<file path="config.mk">
export PLATFORM = sky130hd
export DESIGN_NAME = ex_mdu
export DESIGN_NICKNAME = d
export VERILOG_FILES = /design/src/rtl/ex_mdu.sv
export SDC_FILE = /design/constraint.sdc
export NUM_CORES = 2
export LEC_CHECK = 0
export ABC_CLOCK_PERIOD_IN_PS = 10300
export CORE_ASPECT_RATIO = 1.75
export CORE_MARGIN = 4
export CORE_UTILIZATION = 49
export CTS_BUF_LIST = sky130_fd_sc_hd__clkbuf_8
export DETAILED_ROUTE_END_ITERATION = 10
export GPL_TIMING_DRIVEN = 0
export MAX_ROUTING_LAYER = met4
export PLACE_DENSITY = 0.74
export SLEW_MARGIN = 40
export SYNTH_ARGS = -nofsm -noshare
export SYNTH_HDL_FRONTEND = slang
export SYNTH_SLANG_ARGS = --single-unit
</file>
<file path="constraint.sdc">
create_clock -name clk -period 10.3 [get_ports clk]
set_clock_uncertainty 0.1 [all_clocks]
set_input_delay 1.03 -clock clk [delete_from_list [all_inputs] [get_ports clk]]
set_output_delay 1.03 -clock clk [all_outputs]
set_load 0.05 [all_outputs]
</file>
<file path="src/rtl/ex_mdu.sv">
// EX-stage multiply/divide unit: owns HI/LO, runs a one-cycle multiply or a
// DIV_CYCLES-long restoring divide, and requests a pipeline stall while busy.
module ex_mdu #(
   parameter int DATA_W     = 32,
   parameter int DIV_CYCLES = 32
) (
   input  logic              clk,
   input  logic              rst,
   input  logic              en,
   input  logic              flush,
   input  logic              stall_in,
   input  logic [5:0]        funct,
   input  logic [DATA_W-1:0] op_a,
   input  logic [DATA_W-1:0] op_b,
   output logic              stall_req,
   output logic [DATA_W-1:0] hi,
   output logic [DATA_W-1:0] lo,
   output logic [DATA_W-1:0] result
);

   localparam int CNT_W = $clog2(DIV_CYCLES);

   localparam logic [1:0] ST_IDLE = 2'd0;
   localparam logic [1:0] ST_MUL  = 2'd1;
   localparam logic [1:0] ST_DIV  = 2'd2;
   localparam logic [1:0] ST_DONE = 2'd3;

   localparam logic [5:0] F_MFHI  = 6'h10;
   localparam logic [5:0] F_MTHI  = 6'h11;
   localparam logic [5:0] F_MFLO  = 6'h12;
   localparam logic [5:0] F_MTLO  = 6'h13;
   localparam logic [5:0] F_MULT  = 6'h18;
   localparam logic [5:0] F_MULTU = 6'h19;
   localparam logic [5:0] F_DIV   = 6'h1A;
   localparam logic [5:0] F_DIVU  = 6'h1B;

   logic [1:0]        state_q, state_d;
   logic [DATA_W-1:0] hi_q, hi_d, lo_q, lo_d;
   logic [DATA_W-1:0] quo_q, quo_d;   // multiplicand, or dividend shifting into quotient
   logic [DATA_W-1:0] div_q, div_d;   // multiplier, or divisor magnitude
   logic [DATA_W-1:0] rem_q, rem_d;
   logic [CNT_W-1:0]  cnt_q, cnt_d;
   logic              signed_q, signed_d;
   logic              neg_quo_q, neg_quo_d;
   logic              neg_rem_q, neg_rem_d;

   logic                is_mul_s, is_div_s, start_s, sdiv_s;
   logic [DATA_W-1:0]   a_abs_s, b_abs_s;
   logic [2*DATA_W-1:0] mul_a_s, mul_b_s, prod_s;
   logic [DATA_W:0]     rem_sh_s, diff_s;
   logic [DATA_W-1:0]   rem_nx_s, quo_nx_s;

   assign is_mul_s = (funct == F_MULT) || (funct == F_MULTU);
   assign is_div_s = (funct == F_DIV)  || (funct == F_DIVU);
   assign start_s  = en && !flush && (state_q == ST_IDLE) && (is_mul_s || is_div_s);
   assign sdiv_s   = (funct == F_DIV);

   assign a_abs_s = (sdiv_s && op_a[DATA_W-1]) ? (~op_a + {{(DATA_W-1){1'b0}}, 1'b1}) : op_a;
   assign b_abs_s = (sdiv_s && op_b[DATA_W-1]) ? (~op_b + {{(DATA_W-1){1'b0}}, 1'b1}) : op_b;

   assign mul_a_s = signed_q ? {{DATA_W{quo_q[DATA_W-1]}}, quo_q} : {{DATA_W{1'b0}}, quo_q};
   assign mul_b_s = signed_q ? {{DATA_W{div_q[DATA_W-1]}}, div_q} : {{DATA_W{1'b0}}, div_q};
   assign prod_s  = mul_a_s * mul_b_s;

   // One restoring step: the partial remainder is always below twice the divisor.
   assign rem_sh_s = {rem_q, quo_q[DATA_W-1]};
   assign diff_s   = rem_sh_s - {1'b0, div_q};
   assign rem_nx_s = diff_s[DATA_W] ? rem_sh_s[DATA_W-1:0] : diff_s[DATA_W-1:0];
   assign quo_nx_s = {quo_q[DATA_W-2:0], ~diff_s[DATA_W]};

   assign stall_req = start_s || (state_q == ST_MUL) || (state_q == ST_DIV);
   assign hi        = hi_q;
   assign lo        = lo_q;
   assign result    = (funct == F_MFHI) ? hi_q : ((funct == F_MFLO) ? lo_q : {DATA_W{1'b0}});

   // Next-state and HI/LO update logic; flush discards any in-flight result.
   always_comb begin
      state_d   = state_q;
      hi_d      = hi_q;
      lo_d      = lo_q;
      quo_d     = quo_q;
      div_d     = div_q;
      rem_d     = rem_q;
      cnt_d     = cnt_q;
      signed_d  = signed_q;
      neg_quo_d = neg_quo_q;
      neg_rem_d = neg_rem_q;
      if (flush) begin
         state_d = ST_IDLE;
      end else begin
         case (state_q)
            ST_IDLE: begin
               if (start_s && is_mul_s) begin
                  quo_d    = op_a;
                  div_d    = op_b;
                  signed_d = (funct == F_MULT);
                  state_d  = ST_MUL;
               end else if (start_s && (op_b != {DATA_W{1'b0}})) begin
                  quo_d     = a_abs_s;
                  div_d     = b_abs_s;
                  rem_d     = {DATA_W{1'b0}};
                  cnt_d     = {CNT_W{1'b0}};
                  neg_quo_d = sdiv_s && (op_a[DATA_W-1] ^ op_b[DATA_W-1]);
                  neg_rem_d = sdiv_s && op_a[DATA_W-1];
                  state_d   = ST_DIV;
               end else if (start_s) begin
                  state_d = ST_DONE;
               end else if (en && (funct == F_MTHI)) begin
                  hi_d = op_a;
               end else if (en && (funct == F_MTLO)) begin
                  lo_d = op_a;
               end else begin
                  state_d = ST_IDLE;
               end
            end
            ST_MUL: begin
               hi_d    = prod_s[2*DATA_W-1:DATA_W];
               lo_d    = prod_s[DATA_W-1:0];
               state_d = ST_DONE;
            end
            ST_DIV: begin
               rem_d = rem_nx_s;
               quo_d = quo_nx_s;
               cnt_d = cnt_q + {{(CNT_W-1){1'b0}}, 1'b1};
               if (cnt_q == CNT_W'(DIV_CYCLES - 1)) begin
                  lo_d    = neg_quo_q ? (~quo_nx_s + {{(DATA_W-1){1'b0}}, 1'b1}) : quo_nx_s;
                  hi_d    = neg_rem_q ? (~rem_nx_s + {{(DATA_W-1){1'b0}}, 1'b1}) : rem_nx_s;
                  state_d = ST_DONE;
               end else begin
                  state_d = ST_DIV;
               end
            end
            ST_DONE: begin
               state_d = stall_in ? ST_DONE : ST_IDLE;
            end
            default: begin
               state_d = ST_IDLE;
            end
         endcase
      end
   end

   // State registers with synchronous reset.
   always_ff @(posedge clk) begin
      if (rst) begin
         state_q   <= ST_IDLE;
         hi_q      <= {DATA_W{1'b0}};
         lo_q      <= {DATA_W{1'b0}};
         quo_q     <= {DATA_W{1'b0}};
         div_q     <= {DATA_W{1'b0}};
         rem_q     <= {DATA_W{1'b0}};
         cnt_q     <= {CNT_W{1'b0}};
         signed_q  <= 1'b0;
         neg_quo_q <= 1'b0;
         neg_rem_q <= 1'b0;
      end else begin
         state_q   <= state_d;
         hi_q      <= hi_d;
         lo_q      <= lo_d;
         quo_q     <= quo_d;
         div_q     <= div_d;
         rem_q     <= rem_d;
         cnt_q     <= cnt_d;
         signed_q  <= signed_d;
         neg_quo_q <= neg_quo_d;
         neg_rem_q <= neg_rem_d;
      end
   end

endmodule
</file>
==> impl_metrics.py <==
metrics = {
    "sta": {
        "setup_viol": 0,
        "finalHoldWorstSlack_ns": 0.380,
        "tightest_slew_ns": 1.03,
        "rsz0062_at_grt": "true",
        "max-slew-margin-rel": 0.314,
        "hold_viol_final": 0,
        "slew_violations": 0,
        "fmax_mhz": 97.9,
        "min_period_over_period": 0.992,
        "min_period_ns": 10.21,
        "finalSetupTns_ns": 0,
    },
    "worst_setup_path": {
        "r2r_cells": 31,
        "cpPeakStageDelay_ns": 0.59,
        "path_common_cell": "fa_1",
        "start_kind": "register",
        "slowest_stage": "fa_1",
        "crit_path_end_kind": "register",
        "worst_ep_arrival_time_ns": 10.58,
        "cp.required_ns": 10.67,
        "worstSetupPathType": "reg -> reg",
        "path_max_fanout": 10,
    },
    "synthesis": {
        "syn-num-nets": 8736,
        "ys.warnings.count": 0,
        "seq_area_frac_synth": 0.0562,
        "syn-cell-area_mm2": 0.0606,
        "yosys.area.top_type_share": 0.469,
        "yosys-top-cells-area": "fa_1 (47%), inv_1 (9.9%), ha_1 (7.3%), dfxtp_1 (5.6%), and2_1 (5.5%)",
        "synth-main-ff-cell": "dfxtp_1",
        "syn_area_per_cell_um2": 8.79,
        "ys_seq_elements": 170,
        "synth.distinct_cells": 90,
        "yosys.area.top_type": "fa_1",
        "async_flop_share": 0,
        "synth_edf_count": 0,
        "syn-instance-count": 6889,
    },
    "job": {
        "drv_cap": 0,
    },
    "route": {
        "ant_nets": 0,
        "vias": 52300,
        "drc_errors": 0,
        "viasPerCell": 5.95,
        "drtIter0Drc": 4874,
        "totalWireLength_um": 283000,
        "wl_per_cell_um": 32.3,
        "dr.pass1.iters": 6,
    },
    "placed_design": {
        "numPortBuffers": 171,
        "place_hpwl_um": 240000,
        "gp_congestion": 1.10,
        "dpl_cell_area_mm2": 0.0650,
    },
    "worst_hold_path": {
        "holdPathStages": 2,
        "hp-class": "reg -> reg",
    },
    "power": {
        "power.leakage_uw": 0.0327,
        "pwr-share-seq": 0.383,
        "vdd_drop_max_v": 0.0000889,
        "p_sw_uw": 738,
        "p_comb_frac": 0.296,
        "p_clk_frac": 0.321,
        "p_per_area_mw_per_mm2": 26.4,
        "internal_power_uw": 1010,
        "switching_share": 0.421,
    },
    "clock_network": {
        "cts_tree": "yes",
        "clk_latency_ns": 0.62,
        "ctsRootBufferMaster": "clkbuf_8",
        "cts.sinks": 170,
        "path_clk_slew_ns": 0.13,
        "cts_buffer_depth": 2,
        "h-tree-depth": 4,
        "cts_hold_buf": 0,
        "numCtsBuffers": 17,
    },
    "floorplanning": {
        "start_util": 0.493,
        "fp.dieW_um": 274,
        "floorplan.die_area_mm2": 0.130,
        "io_pins": 172,
        "rows": 170,
        "chipHeight_um": 473,
        "core_mm2": 0.123,
    },
    "grt": {
        "grt.overflow.total": 0,
        "grt_pass1_vias": 55900,
        "grt_antenna_before_repair": 24,
        "grt_first_pass_wirelength_um": 401000,
        "grt_max_degree": 24,
        "grt_use_total": 0.460,
    },
    "layout": {
        "finish.utilization": 0.542,
        "area_delta_synth_final_pct": 9.76,
        "multi_input_area_mm2": 0.0501,
        "seqCellArea_mm2": 0.00345,
        "drive_above_1_share": 0.0624,
        "nNetsFinal": 8954,
        "fill_cells": 11700,
        "fin_area_mm2": 0.0665,
    },
    "outcome": {
        "status": "finished, final reports clean",
    },
}
[layout by cell type (no fill, tap or decap), types with 41 or more instances in the layout]
cell and instances:
and2_1 535, ha_1 350, clkdlybuf4s50_1 171, a21o_1 52
and3_1 41, inv_1 1580, fa_1 1402, nand3_1 51
buf_4 41, clkbuf_1 131, xnor2_1 177, nand2_1 776
nor3_1 69, clkbuf_4 42, o21ai_0 123, a211oi_1 65
dfxtp_1 141, mux2i_1 48, clkbuf_2 97, xor2_1 74
a21oi_1 241, nor2_1 303
[power groups by stage]
| stage | logic (uW) | registers [uW] | clock network, uW |
|---|---|---|---|
| final | 518 | 671 | 563 |
| after global routing | 539 | 670 | 578 |
| after CTS | 498 | 670 | 557 |
| after detailed placement | 494 | 684 | 0 |
| after global placement | 488 | 684 | 0 |
| after floorplan | 276 | 682 | 0 |
[flip-flops by register name (all words and copies together), names as in the netlist]
| name | flops |
|---|---|
| neg_rem_q | 1 |
| rem_q | 32 |
| hi | 32 |
| neg_quo_q | 1 |
| div_q | 32 |
| quo_q | 32 |
| lo | 32 |
| signed_q | 1 |
| cnt_q | 5 |
| state_q | 2 |
[Yosys cell counts (all sizes together), types with 26 or more instances]
master and number:
a21o 52, buf 55, o31ai 30, ha 352, and2 536, or3 26, a221oi 38, xor2 76
fa 1420, o21ai 136, mux2i 49, a21oi 246, dfxtp 170, nor3 69, and3 42, nor2 315
inv 1591, nand2 781, nand3 51, clkbuf 326, a211oi 67, xnor2 184, nand2b 26
[timing repair]
item                       CTS  global route
setup endpoints to repair   32            22
pin swaps                    7            12
setup buffers                5            14
resized for setup          206           173
cloned                       0             0
[final cells by class]
type	count	area share
clock inverter	15	0.00324
timing repair buffer	213	0.0343
buffer	367	0.0315
sequential	170	0.0519
multi-input combinational	4747	0.753
tap	1634	0.0308
inverter	1591	0.0900
antenna	34	0.00128
clock buffer	17	0.00352
[cell families (layout without fill, tap and decap cells)]
family                   Yosys count  count (layout)  share of synthesized area
AO/OA/AOI/OAI                    734             734                     0.0795
adder cells (fa/ha/maj)         1775            1775                      0.543
buffers and inverters           1972            2203                      0.123
AND/OR/NAND/NOR                 1925            1925                      0.152
other                              0              34                          0
XOR/XNOR                         260             260                     0.0379
flip-flops                       170             170                     0.0562
multiplexers                      53              53                    0.00884
[worst paths after layout]
| path | endpoint | slack (ns) | from |
|---|---|---|---|
| worst max register to register | hi[31]$_SDFFE_PP0P_ | 0.09 | div_q[16]$_SDFFE_PP0P_ |
| worst min-delay path | cnt_q[4]$_SDFFE_PP0P_ | 0.38 | cnt_q[4]$_SDFFE_PP0P_ |
| worst max-delay path | hi[31]$_SDFFE_PP0P_ | 0.09 | div_q[16]$_SDFFE_PP0P_ |
| worst min register to register | cnt_q[4]$_SDFFE_PP0P_ | 0.38 | cnt_q[4]$_SDFFE_PP0P_ |
[per-layer routing]
layer | GRT usage | routed length [um]
met2 | 0.698 | 128000
met1 | 0.485 | 90200
met3 | 0.103 | 25500
met4 | 0.460 | 39800
met5 | - | 0
[worst max-delay path, delay by kind of cell, from the launching register on]
family	cells	cell delay (ns)
flip-flops	1	0.58
buffers and inverters	7	1.43
adder cells (fa/ha/maj)	11	5.46
AND/OR/NAND/NOR	7	1.30
AO/OA/AOI/OAI	6	1.18
[per-stage QoR]
stage / total power [uW] / setup WS (ns) / cells
final: 1750 / 0.0871 / 8788
after global routing: 1790 / -0.0851 / 8776
after CTS: 1730 / 0.00869 / 8742
after detailed placement: 1180 / -1.85 / 8716
after global placement: 1170 / -3.01 / 8694
after floorplan: 958 / 0.881 / 6889
(Power assumes the default switching activity.)
